===== src/rtl/bin_to_bcd_seq_if.sv =====
// -----------------------------------------------------------------------------
// bin_to_bcd_seq_if
// Handshake/data bundle between a binary producer and the bin_to_bcd_seq
// converter.
//   Start     producer -> converter  conversion request (honoured when Busy=0)
//   Data_Bin  producer -> converter  unsigned binary operand, BIN_W bits
//   Busy      converter -> producer  conversion in progress
//   Done      converter -> producer  one-cycle pulse, result just updated
//   Data_BCD  converter -> producer  packed BCD, digit 0 in bits [3:0]
//   Overflow  converter -> producer  value did not fit in DIG digits
// -----------------------------------------------------------------------------
interface bin_to_bcd_seq_if #(
   parameter int BIN_W = 16,
   parameter int DIG   = 5
);
   logic               Start;
   logic [BIN_W-1:0]   Data_Bin;
   logic               Busy;
   logic               Done;
   logic [4*DIG-1:0]   Data_BCD;
   logic               Overflow;

   modport master (
      output Start,
      output Data_Bin,
      input  Busy,
      input  Done,
      input  Data_BCD,
      input  Overflow
   );

   modport slave (
      input  Start,
      input  Data_Bin,
      output Busy,
      output Done,
      output Data_BCD,
      output Overflow
   );
endinterface


===== src/rtl/bin_to_bcd_seq.sv =====
// -----------------------------------------------------------------------------
// bin_to_bcd_seq
// Sequential binary-to-BCD converter (shift-and-add-3 / double dabble), one
// input bit per clock. Feeds the display driver with packed BCD digits.
//
// Ports:
//   Sys_CLK    in   system clock, rising edge
//   Sys_RST_N  in   asynchronous active-low reset
//   bcd_if     slave modport of bin_to_bcd_seq_if:
//                Start/Data_Bin in, Busy/Done/Data_BCD/Overflow out
//
// A conversion accepted at edge k completes (Done=1) after edge k+BIN_W.
// Data_BCD/Overflow hold between completions; an overflowing value is
// displayed as all nines.
// -----------------------------------------------------------------------------
module bin_to_bcd_seq #(
   parameter int BIN_W = 16,
   parameter int DIG   = 5
) (
   input logic            Sys_CLK,
   input logic            Sys_RST_N,
   bin_to_bcd_seq_if.slave bcd_if
);

   localparam int SCR_W = 4 * DIG;
   localparam int CNT_W = $clog2(BIN_W + 1);

   typedef enum logic {
      IDLE = 1'b0,
      CONV = 1'b1
   } state_t;

   // Digits >= 5 get +3 before the shift; max result is 12, so no digit
   // ever carries into its neighbour.
   function automatic logic [SCR_W-1:0] add3_digits(input logic [SCR_W-1:0] s);
      logic [SCR_W-1:0] r;
      r = s;
      for (int i = 0; i < DIG; i++) begin
         if (s[4*i +: 4] >= 4'd5) begin
            r[4*i +: 4] = s[4*i +: 4] + 4'd3;
         end
      end
      return r;
   endfunction

   // Display saturation: an out-of-range value shows as all nines.
   function automatic logic [SCR_W-1:0] sat_bcd(input logic [SCR_W-1:0] s,
                                                input logic             ovf);
      return ovf ? {DIG{4'h9}} : s;
   endfunction

   state_t             state_q, state_d;
   logic [BIN_W-1:0]   bin_q,   bin_d;
   logic [SCR_W-1:0]   scr_q,   scr_d;
   logic               flag_q,  flag_d;
   logic [CNT_W-1:0]   cnt_q,   cnt_d;
   logic               busy_q,  busy_d;
   logic               done_q,  done_d;
   logic [SCR_W-1:0]   bcd_q,   bcd_d;
   logic               ovf_q,   ovf_d;

   logic [SCR_W-1:0]         scr_adj;
   logic [SCR_W+BIN_W-1:0]   shifted;

   always_comb begin
      state_d = state_q;
      bin_d   = bin_q;
      scr_d   = scr_q;
      flag_d  = flag_q;
      cnt_d   = cnt_q;
      busy_d  = busy_q;
      done_d  = 1'b0;
      bcd_d   = bcd_q;
      ovf_d   = ovf_q;

      scr_adj = add3_digits(scr_q);
      shifted = {scr_adj, bin_q} << 1;

      case (state_q)
         IDLE: begin
            if (bcd_if.Start) begin
               bin_d   = bcd_if.Data_Bin;
               scr_d   = '0;
               flag_d  = 1'b0;
               cnt_d   = CNT_W'(BIN_W);
               state_d = CONV;
               busy_d  = 1'b1;
            end
         end
         CONV: begin
            bin_d  = shifted[BIN_W-1:0];
            scr_d  = shifted[SCR_W+BIN_W-1:BIN_W];
            // A one leaving the top digit means the value needs more digits.
            flag_d = flag_q | scr_adj[SCR_W-1];
            cnt_d  = cnt_q - CNT_W'(1);
            if (cnt_q == CNT_W'(1)) begin
               state_d = IDLE;
               busy_d  = 1'b0;
               done_d  = 1'b1;
               bcd_d   = sat_bcd(scr_d, flag_d);
               ovf_d   = flag_d;
            end
         end
         default: begin
            state_d = IDLE;
            busy_d  = 1'b0;
         end
      endcase
   end

   always_ff @(posedge Sys_CLK or negedge Sys_RST_N) begin
      if (!Sys_RST_N) begin
         state_q <= IDLE;
         bin_q   <= '0;
         scr_q   <= '0;
         flag_q  <= 1'b0;
         cnt_q   <= '0;
         busy_q  <= 1'b0;
         done_q  <= 1'b0;
         bcd_q   <= '0;
         ovf_q   <= 1'b0;
      end else begin
         state_q <= state_d;
         bin_q   <= bin_d;
         scr_q   <= scr_d;
         flag_q  <= flag_d;
         cnt_q   <= cnt_d;
         busy_q  <= busy_d;
         done_q  <= done_d;
         bcd_q   <= bcd_d;
         ovf_q   <= ovf_d;
      end
   end

   assign bcd_if.Busy     = busy_q;
   assign bcd_if.Done     = done_q;
   assign bcd_if.Data_BCD = bcd_q;
   assign bcd_if.Overflow = ovf_q;

endmodule


===== src/flat_wrapper.sv =====
// flat-port wrapper written by rule: the top's interface ports become plain ports
module bin_to_bcd_seq_flat 
#(
   parameter int BIN_W = 16,
   parameter int DIG   = 5
)
  (Sys_CLK, Sys_RST_N, bcd_if_Start, bcd_if_Data_Bin, bcd_if_Busy, bcd_if_Done, bcd_if_Data_BCD, bcd_if_Overflow);
  bin_to_bcd_seq_if #(.BIN_W(BIN_W), .DIG(DIG)) bcd_if_i ();
  input logic Sys_CLK;
  input logic Sys_RST_N;
  input wire logic [$bits(bcd_if_i.Start)-1:0] bcd_if_Start;
  input wire logic [$bits(bcd_if_i.Data_Bin)-1:0] bcd_if_Data_Bin;
  output wire logic [$bits(bcd_if_i.Busy)-1:0] bcd_if_Busy;
  output wire logic [$bits(bcd_if_i.Done)-1:0] bcd_if_Done;
  output wire logic [$bits(bcd_if_i.Data_BCD)-1:0] bcd_if_Data_BCD;
  output wire logic [$bits(bcd_if_i.Overflow)-1:0] bcd_if_Overflow;
  assign bcd_if_i.Start = bcd_if_Start;
  assign bcd_if_i.Data_Bin = bcd_if_Data_Bin;
  assign bcd_if_Busy = bcd_if_i.Busy;
  assign bcd_if_Done = bcd_if_i.Done;
  assign bcd_if_Data_BCD = bcd_if_i.Data_BCD;
  assign bcd_if_Overflow = bcd_if_i.Overflow;
  bin_to_bcd_seq #(.BIN_W(BIN_W), .DIG(DIG)) u_core (.Sys_CLK(Sys_CLK), .Sys_RST_N(Sys_RST_N), .bcd_if(bcd_if_i));
endmodule

===== config.mk =====
export PLATFORM = sky130hd
export DESIGN_NAME = bin_to_bcd_seq_flat
export DESIGN_NICKNAME = d
export VERILOG_FILES = /design/src/rtl/bin_to_bcd_seq_if.sv /design/src/rtl/bin_to_bcd_seq.sv /design/src/flat_wrapper.sv
export SDC_FILE = /design/constraint.sdc
export NUM_CORES = 1
export LEC_CHECK = 0
export ABC_AREA = 1
export BUFFER_PORTS_ARGS = -buffer_cell sky130_fd_sc_hd__buf_2
export CAP_MARGIN = 20
export CORE_MARGIN = 2
export CORE_UTILIZATION = 35
export DETAILED_ROUTE_END_ITERATION = 16
export PLACE_DENSITY = 0.51
export SETUP_SLACK_MARGIN = 0.4
export SLEW_MARGIN = 20
export SYNTH_ARGS = -nofsm -noshare
export SYNTH_HDL_FRONTEND = slang
export SYNTH_SLANG_ARGS = --single-unit

===== constraint.sdc =====
create_clock -name Sys_CLK -period 3.3 [get_ports Sys_CLK]
set_clock_uncertainty 0.1 [all_clocks]
set_input_delay 0.165 -clock Sys_CLK [delete_from_list [all_inputs] [get_ports Sys_CLK]]
set_output_delay 0.165 -clock Sys_CLK [all_outputs]
set_load 0.02 [all_outputs]

==> flow_summary.yaml, run 1 <==
status:
  status: "finished, final reports clean"
sta:
  setup_tns_ns: 0
  period_minus_slack_ns: 2.13
  max_clock_freq_mhz: 469
  setup_violations: 0
  drv_slew: 0
  rsz0062_at_grt: "false"
  finalHoldViolations: 0
  hold-worst-slack_ns: 0.0988
  fin_crit_sh: 0.647
  worst_pin_slew_ns: 0.516
  setup_slack_ns: 1.17
  max_slew_margin: 0.655
global_route:
  grt_pass1_wl_mm: 12.1
  grt_pass1_vias: 2555
  grt_start_max_net_pins: 31
  met3_usage: 0.0262
  grt_overflow_total: 0
  grt_use_met2: 0.251
  top_usage_layer: "met2"
  grt_usage: 0.155
  antenna_found_initial: 0
  grt_use_met1: 0.206
clocking:
  postCtsResizedCells: 0
  cts_root_buffer: "clkbuf_8"
  htreeDepth: 3
  clk_latency_ns: 0.33
  cts.clk_slew.worst_paths_ns: 0.07
  cts_tree: "yes"
  cts_buffers: 9
  cts_buffer_depth: 2
  clock_sinks: 66
route:
  wl_mm: 6.88
  drc: 0
  drtPass1Iterations: 6
  wl_per_cell_um: 12.9
  drtIter0Drc: 87
  via_count: 2493
  route.antenna.remaining_nets: 0
  viasPerCell: 4.66
critical_path:
  cp_slowest_cell: "dfrtp_1"
  worst_ep_required_time_ns: 3.47
  critical_path.top_delay_family: "simple AND/OR/NAND/NOR gates"
  path_cells: "nand3_1 -> nor2_4 -> inv_1 -> nor2_1 -> nand2_1 -> nand2_1"
  endpoint_kind: "flip-flop"
  crit_path_frequent_cell: "nand2_1"
  critical_path.max_stage_delay_ns: 0.66
  cp_max_fo: 15
  start_kind: "flip-flop"
  cp.arrival_ns: 2.30
  criticalPathCategory: "flip-flop to flip-flop"
  worst-path-buf-inv: 1
synthesis:
  synth-seq-cells: 66
  synth_cell_type_count: 26
  synth_area_sq_um: 3130
  ys_warn_count: 0
  syn-num-nets: 393
  ys_seq_area_frac: 0.528
  synthCells: 362
  avgSynthCellArea_sq_um: 8.64
pwr:
  power.density_nw_per_um2: 988
  comb_power_share: 0.429
  swShare: 0.426
  total_power_mw: 3.75
  power_frac_clock: 0.193
  power_leakage_nw: 1.89
  seq_power_share: 0.378
  p_int_mw: 2.15
  ir_worst_vdd_uv: 446
  power.net_switching_mw: 1.60
layout:
  finalNonFillerCells: 535
  final_core_util: 0.438
  area_growth_pct: 21.4
  fin_area_sq_um: 3800
  fin_nets: 454
  num_antenna_cells: 0
  fillCellCount: 897
  regArea_sq_um: 1650
  multiInputGateArea_sq_um: 1220
  drive_above_1_share: 0.162
worst_hold_path:
  hp-class: "primary input to flip-flop"
floorplanning:
  start_util: 0.361
  die_area_sq_um: 9710
  die_w_um: 98.6
  die_h_um: 98.6
  core.rowCount: 34
  coreArea_sq_um: 8680
  ios: 42
job:
  max_cap_viol_count: 0
place:
  place.gp.congestion: 0.789
  hpwl_mm: 4.72
  preCtsSetupSlack_ns: 1.13
  placed_cells: 503
  io_buffers: 41
  dpl_cell_area_sq_um: 3420
-- layout make-up --
class / instances / share of cell area
Sequential cell: 66 / 0.435
Inverter: 49 / 0.0484
Tap cell: 108 / 0.0356
Timing Repair Buffer: 61 / 0.105
Multi-Input combinational cell: 236 / 0.322
Clock buffer: 9 / 0.0326
Clock inverter: 6 / 0.0217
-- flip-flops by register name (all words and copies together) (netlist names) --
name                    count
u_core.bcd_if.Busy          1
u_core.bcd_if.Data_BCD     20
u_core.bcd_if.Done          1
u_core.bcd_if.Overflow      1
u_core.bin_q               16
u_core.cnt_q                5
u_core.flag_q               1
u_core.scr_q               20
u_core.state_q              1
-- worst paths after layout --
check | start | to | slack, ns | cells after the start
max | u_core.state_q$_DFF_PN0_ | u_core.bcd_if.Data_BCD[17]$_DFFE_PN0P_ | 1.17 | 6
min | bcd_if_Start | u_core.flag_q$_DFFE_PN0P_ | 0.1 | 4
max reg2reg | u_core.state_q$_DFF_PN0_ | u_core.bcd_if.Data_BCD[17]$_DFFE_PN0P_ | 1.17 | 6
min reg2reg | u_core.bcd_if.Data_BCD[19]$_DFFE_PN0P_ | u_core.bcd_if.Data_BCD[19]$_DFFE_PN0P_ | 0.39 | 2
max in group asynchronous | Sys_RST_N | u_core.bcd_if.Data_BCD[5]$_DFFE_PN0P_ | 2.17 | 3
min in group asynchronous | Sys_RST_N | u_core.scr_q[8]$_DFFE_PN0P_ | 0.19 | 2
-- per-layer routing --
| layer | vias to the layer above | part of all wire | routed length (um) |
|---|---|---|---|
| met1 | 1164 | 0.49 | 3370 |
| met5 | - | 0 | 0 |
| li1 | 1279 | - | - |
| met4 | 0 | 0.014 | 95 |
| met3 | 9 | 0.026 | 177 |
| met2 | 41 | 0.47 | 3240 |
-- cells in the final DEF, fill, tap and decap left out, drive strengths merged --
| master | count |
|---|---|
| nand2 | 99 |
| dfrtp | 66 |
| inv | 49 |
| buf | 44 |
| o21ai | 40 |
| nor2 | 40 |
| dlygate4sd3 | 17 |
| ha | 12 |
| nand3 | 10 |
| clkbuf | 9 |
| o221ai | 8 |
| o22ai | 7 |
| xor2 | 5 |
| a21boi | 4 |
| o211ai | 4 |
| clkinv | 3 |
| nand4 | 3 |
| a22oi | 2 |
| bufinv | 2 |
| o21bai | 1 |
| a21oi | 1 |
| clkinvlp | 1 |
-- repair_timing --
action	4_1_cts	5_1_grt
endpoints found under the hold margin	31	0
endpoints found under the setup margin	0	0
hold buffers	17	0
buffers inserted	0	0
-- cells in the mapped netlist --
master	instances	area (sq um)
nor2_4	2	22.5
o211ai_1	4	30.0
buf_2	7	35.0
clkbuf_1	1	3.75
inv_2	4	15.0
nand4_4	1	21.3
ha_1	12	150
nand2_1	98	368
o21bai_1	1	7.51
a21oi_1	1	5.00
o21ai_0	39	195
nor2_1	37	139
nand2_2	1	6.26
nor2_2	1	6.26
o22ai_1	7	43.8
buf_4	1	7.51
buf_6	2	22.5
a22oi_1	2	15.0
xor2_1	5	43.8
nand4_1	2	12.5
nand3_1	10	50.1
o21ai_2	1	8.76
dfrtp_1	66	1650
a21boi_0	4	30.0
o221ai_1	8	70.1
inv_1	45	169
-- kinds of logic (layout without fill, tap and decap cells) --
kind of cell    count (synthesis)  after routing  synth area share
fa+ha+maj                      12             12            0.0480
xor+xnor                        5              5            0.0140
flops                          66             66             0.528
buf+inv                        60            125            0.0808
simple gates                  152            152             0.200
compound gates                 67             67             0.130
-- power groups by stage --
stage                     clock (mW)  sequential, mW  combinational, mW
final                          0.724            1.42               1.61
after detailed placement           0            1.44               1.61
after global placement             0            1.43               1.59
after CTS                      0.743            1.42               1.63
after floorplan                    0            1.50               1.09
after global routing           0.781            1.48               1.87
-- worst reg2reg max path: cells and delay by family, from the launching register on --
kind | cells | cell delay (ns)
flip-flops | 1 | 0.66
AND/OR/NAND/NOR | 5 | 0.98
buffers and inverters | 1 | 0.34
Power figures use the tool's default switching activity.
==> inputs of run 2 (changes only) <==
--- a/config.mk
+++ b/config.mk
@@ -11,7 +11,7 @@
 export CORE_MARGIN = 2
 export CORE_UTILIZATION = 35
 export DETAILED_ROUTE_END_ITERATION = 16
-export PLACE_DENSITY = 0.51
+export PLACE_DENSITY = 0.53
 export SETUP_SLACK_MARGIN = 0.4
 export SLEW_MARGIN = 20
 export SYNTH_ARGS = -nofsm -noshare
==> constraint.sdc (replaced) <==
create_clock -name Sys_CLK -period 1.7 [get_ports Sys_CLK]
set_clock_uncertainty 0.1 [all_clocks]
set_input_delay 0.085 -clock Sys_CLK [delete_from_list [all_inputs] [get_ports Sys_CLK]]
set_output_delay 0.085 -clock Sys_CLK [all_outputs]
set_load 0.02 [all_outputs]
==> run 2 against run 1 <==
Compared with the run above: hold slack better by 0.082 ns; non-clock buffer count is 40 higher; global-route usage is 1.1 points higher; total power grew to 2.6 times the previous value; critical path type unchanged; first-iteration DRC count is 17% higher; critical endpoint is now u_core.bcd_if.Data_BCD[2]$_DFFE_PN0P_.
==> flow_summary.yaml, run 2 (synthesis gave the netlist of run 1 again) <==
route:
  drc: 0
  via_count: 2797
  viasPerCell: 4.86
  wl_per_cell_um: 14.5
  drtIter0Drc: 102
  route.antenna.remaining_nets: 0
  drtPass1Iterations: 4
  wl_mm: 8.33
layout:
  area_growth_pct: 55.1
  drive_above_1_share: 0.449
  finalNonFillerCells: 576
  fin_nets: 494
  num_antenna_cells: 0
  layout_commonest_cell: "nand2_1"
  layout.cells.most_common_list: "nand2_1 (70), dfrtp_1 (63), buf_2 (41), nor2_1 (32), inv_1 (26)"
sta:
  finalHoldViolations: 0
  fin_crit_sh: 0.896
  drv_slew: 0
  setup_tns_ns: 0
  setup_violations: 0
  rsz0062_at_grt: "true"
  max_clock_freq_mhz: 656
  max_slew_margin: 0.760
  hold-worst-slack_ns: 0.181
  worst_pin_slew_ns: 0.361
  period_minus_slack_ns: 1.52
critical_path:
  endpoint_kind: "flip-flop"
  r2r_start: "u_core.scr_q[17]$_DFFE_PN0P_"
  start_kind: "flip-flop"
  r2r_setup_slack_ns: 0.18
  criticalPathCategory: "flip-flop to flip-flop"
  reg2regPathDepth: 8
  worst_ep_required_time_ns: 1.84
  cp_max_fo: 8
  cp-endpoint: "u_core.bcd_if.Data_BCD[2]$_DFFE_PN0P_"
  reg2reg_to: "u_core.bcd_if.Data_BCD[2]$_DFFE_PN0P_"
  cp.arrival_ns: 1.66
  cp-startpoint: "u_core.scr_q[17]$_DFFE_PN0P_"
clocking:
  clk_latency_ns: 0.36
  cts_buffers: 9
  clock_sinks: 66
  htreeDepth: 3
  cts.clk_slew.worst_paths_ns: 0.07
  cts_tree: "yes"
  cts_buffer_depth: 2
  cts_root_buffer: "clkbuf_8"
pwr:
  ir_worst_vdd_uv: 693
  power_leakage_nw: 2.24
  p_int_mw: 5.43
  seq_power_share: 0.292
  power.density_nw_per_um2: 1990
  power_frac_clock: 0.153
  power.net_switching_mw: 4.24
  swShare: 0.438
  comb_power_share: 0.555
  total_power_mw: 9.67
global_route:
  top_usage_layer: "met2"
  antenna_found_initial: 0
  grt_use_met1: 0.203
  grt_usage: 0.166
  grt_start_max_net_pins: 67
  grt_use_met2: 0.280
  grt_pass1_wl_mm: 12.8
  grt_pass1_vias: 2847
  grt_overflow_total: 0
  met3_usage: 0.0418
job:
  max_cap_viol_count: 0
floorplanning:
  start_util: 0.361
  coreArea_sq_um: 8680
  core.rowCount: 34
  die_h_um: 98.6
  die_w_um: 98.6
  die_area_sq_um: 9710
  ios: 42
place:
  placed_cells: 510
  place.gp.congestion: 0.768
  hpwl_mm: 4.78
  io_buffers: 41
worst_hold_path:
  hp-class: "primary input to async pin"
status:
  status: "finished, final reports clean"
-- run 2: layout make-up --
class                           instances  area [sq um]
Clock buffer                            9           124
Clock inverter                          7          93.8
Fill cell                             754          3820
Inverter                               49           219
Multi-Input combinational cell        236          1740
Sequential cell                        66          1660
Tap cell                              108           135
Timing Repair Buffer                  101           885
-- run 2: what timing repair did --
action | in CTS | in global routing
hold buffers | 18 | 0
gates resized for setup | 92 | 82
pin swaps | 16 | 26
buffers inserted | 15 | 13
gates cloned | 0 | 4
endpoints found under the hold margin | 83 | 0
endpoints found under the setup margin | 59 | 62
-- run 2: metrics by stage --
| step | setup WS (ns) | utilization | cell area [sq um] |
|---|---|---|---|
| after floorplan | 0.255 | - | 3170 |
| after global placement | 0.153 | 0.407 | 3540 |
| after detailed placement | 0.101 | 0.407 | 3540 |
| after CTS | 0.216 | 0.502 | 4360 |
| after global routing | 0.0862 | 0.559 | 4850 |
| final | 0.177 | 0.559 | 4850 |
-- run 2: worst max-delay path, cell delays in order, from the launching register on --
cell and delay, ns:
dfrtp_1 0.40, inv_2 0.12, ha_4 0.15, inv_2 0.03, a21oi_2 0.15, nand2_2 0.10
nand4_4 0.11, clkbuf_16 0.18, o21ai_0 0.07
-- run 2: worst min path at each step --
stage / from / to / slack (ns) / cells after the start
5_1_grt: Sys_RST_N / u_core.scr_q[7]$_DFFE_PN0P_ / 0.24 / 3
4_1_cts: Sys_RST_N / u_core.bcd_if.Data_BCD[9]$_DFFE_PN0P_ / 0.19 / 3
2_1_floorplan: Sys_RST_N / u_core.bcd_if.Busy$_DFFE_PN0P_ / -0.31 / 0
6_report: Sys_RST_N / u_core.scr_q[7]$_DFFE_PN0P_ / 0.18 / 3
3_5_place_dp: Sys_RST_N / u_core.scr_q[7]$_DFFE_PN0P_ / 0.04 / 2
3_3_place_gp: Sys_RST_N / u_core.scr_q[6]$_DFFE_PN0P_ / 0.03 / 2
-- run 2: metal layers --
metal  routed length (um)  up-vias
li1                     -     1364
met1                 3500     1354
met2                 4270       61
met3                  368       18
met4                  188        0
met5                    0        -
-- run 2: power groups by stage --
stage,sequential (mW),combinational [mW],clock [mW]
after floorplan,2.93,2.19,0
after global placement,2.76,3.30,0
after detailed placement,2.76,3.35,0
after CTS,2.80,4.33,1.50
after global routing,2.91,5.93,1.59
final,2.83,5.37,1.47
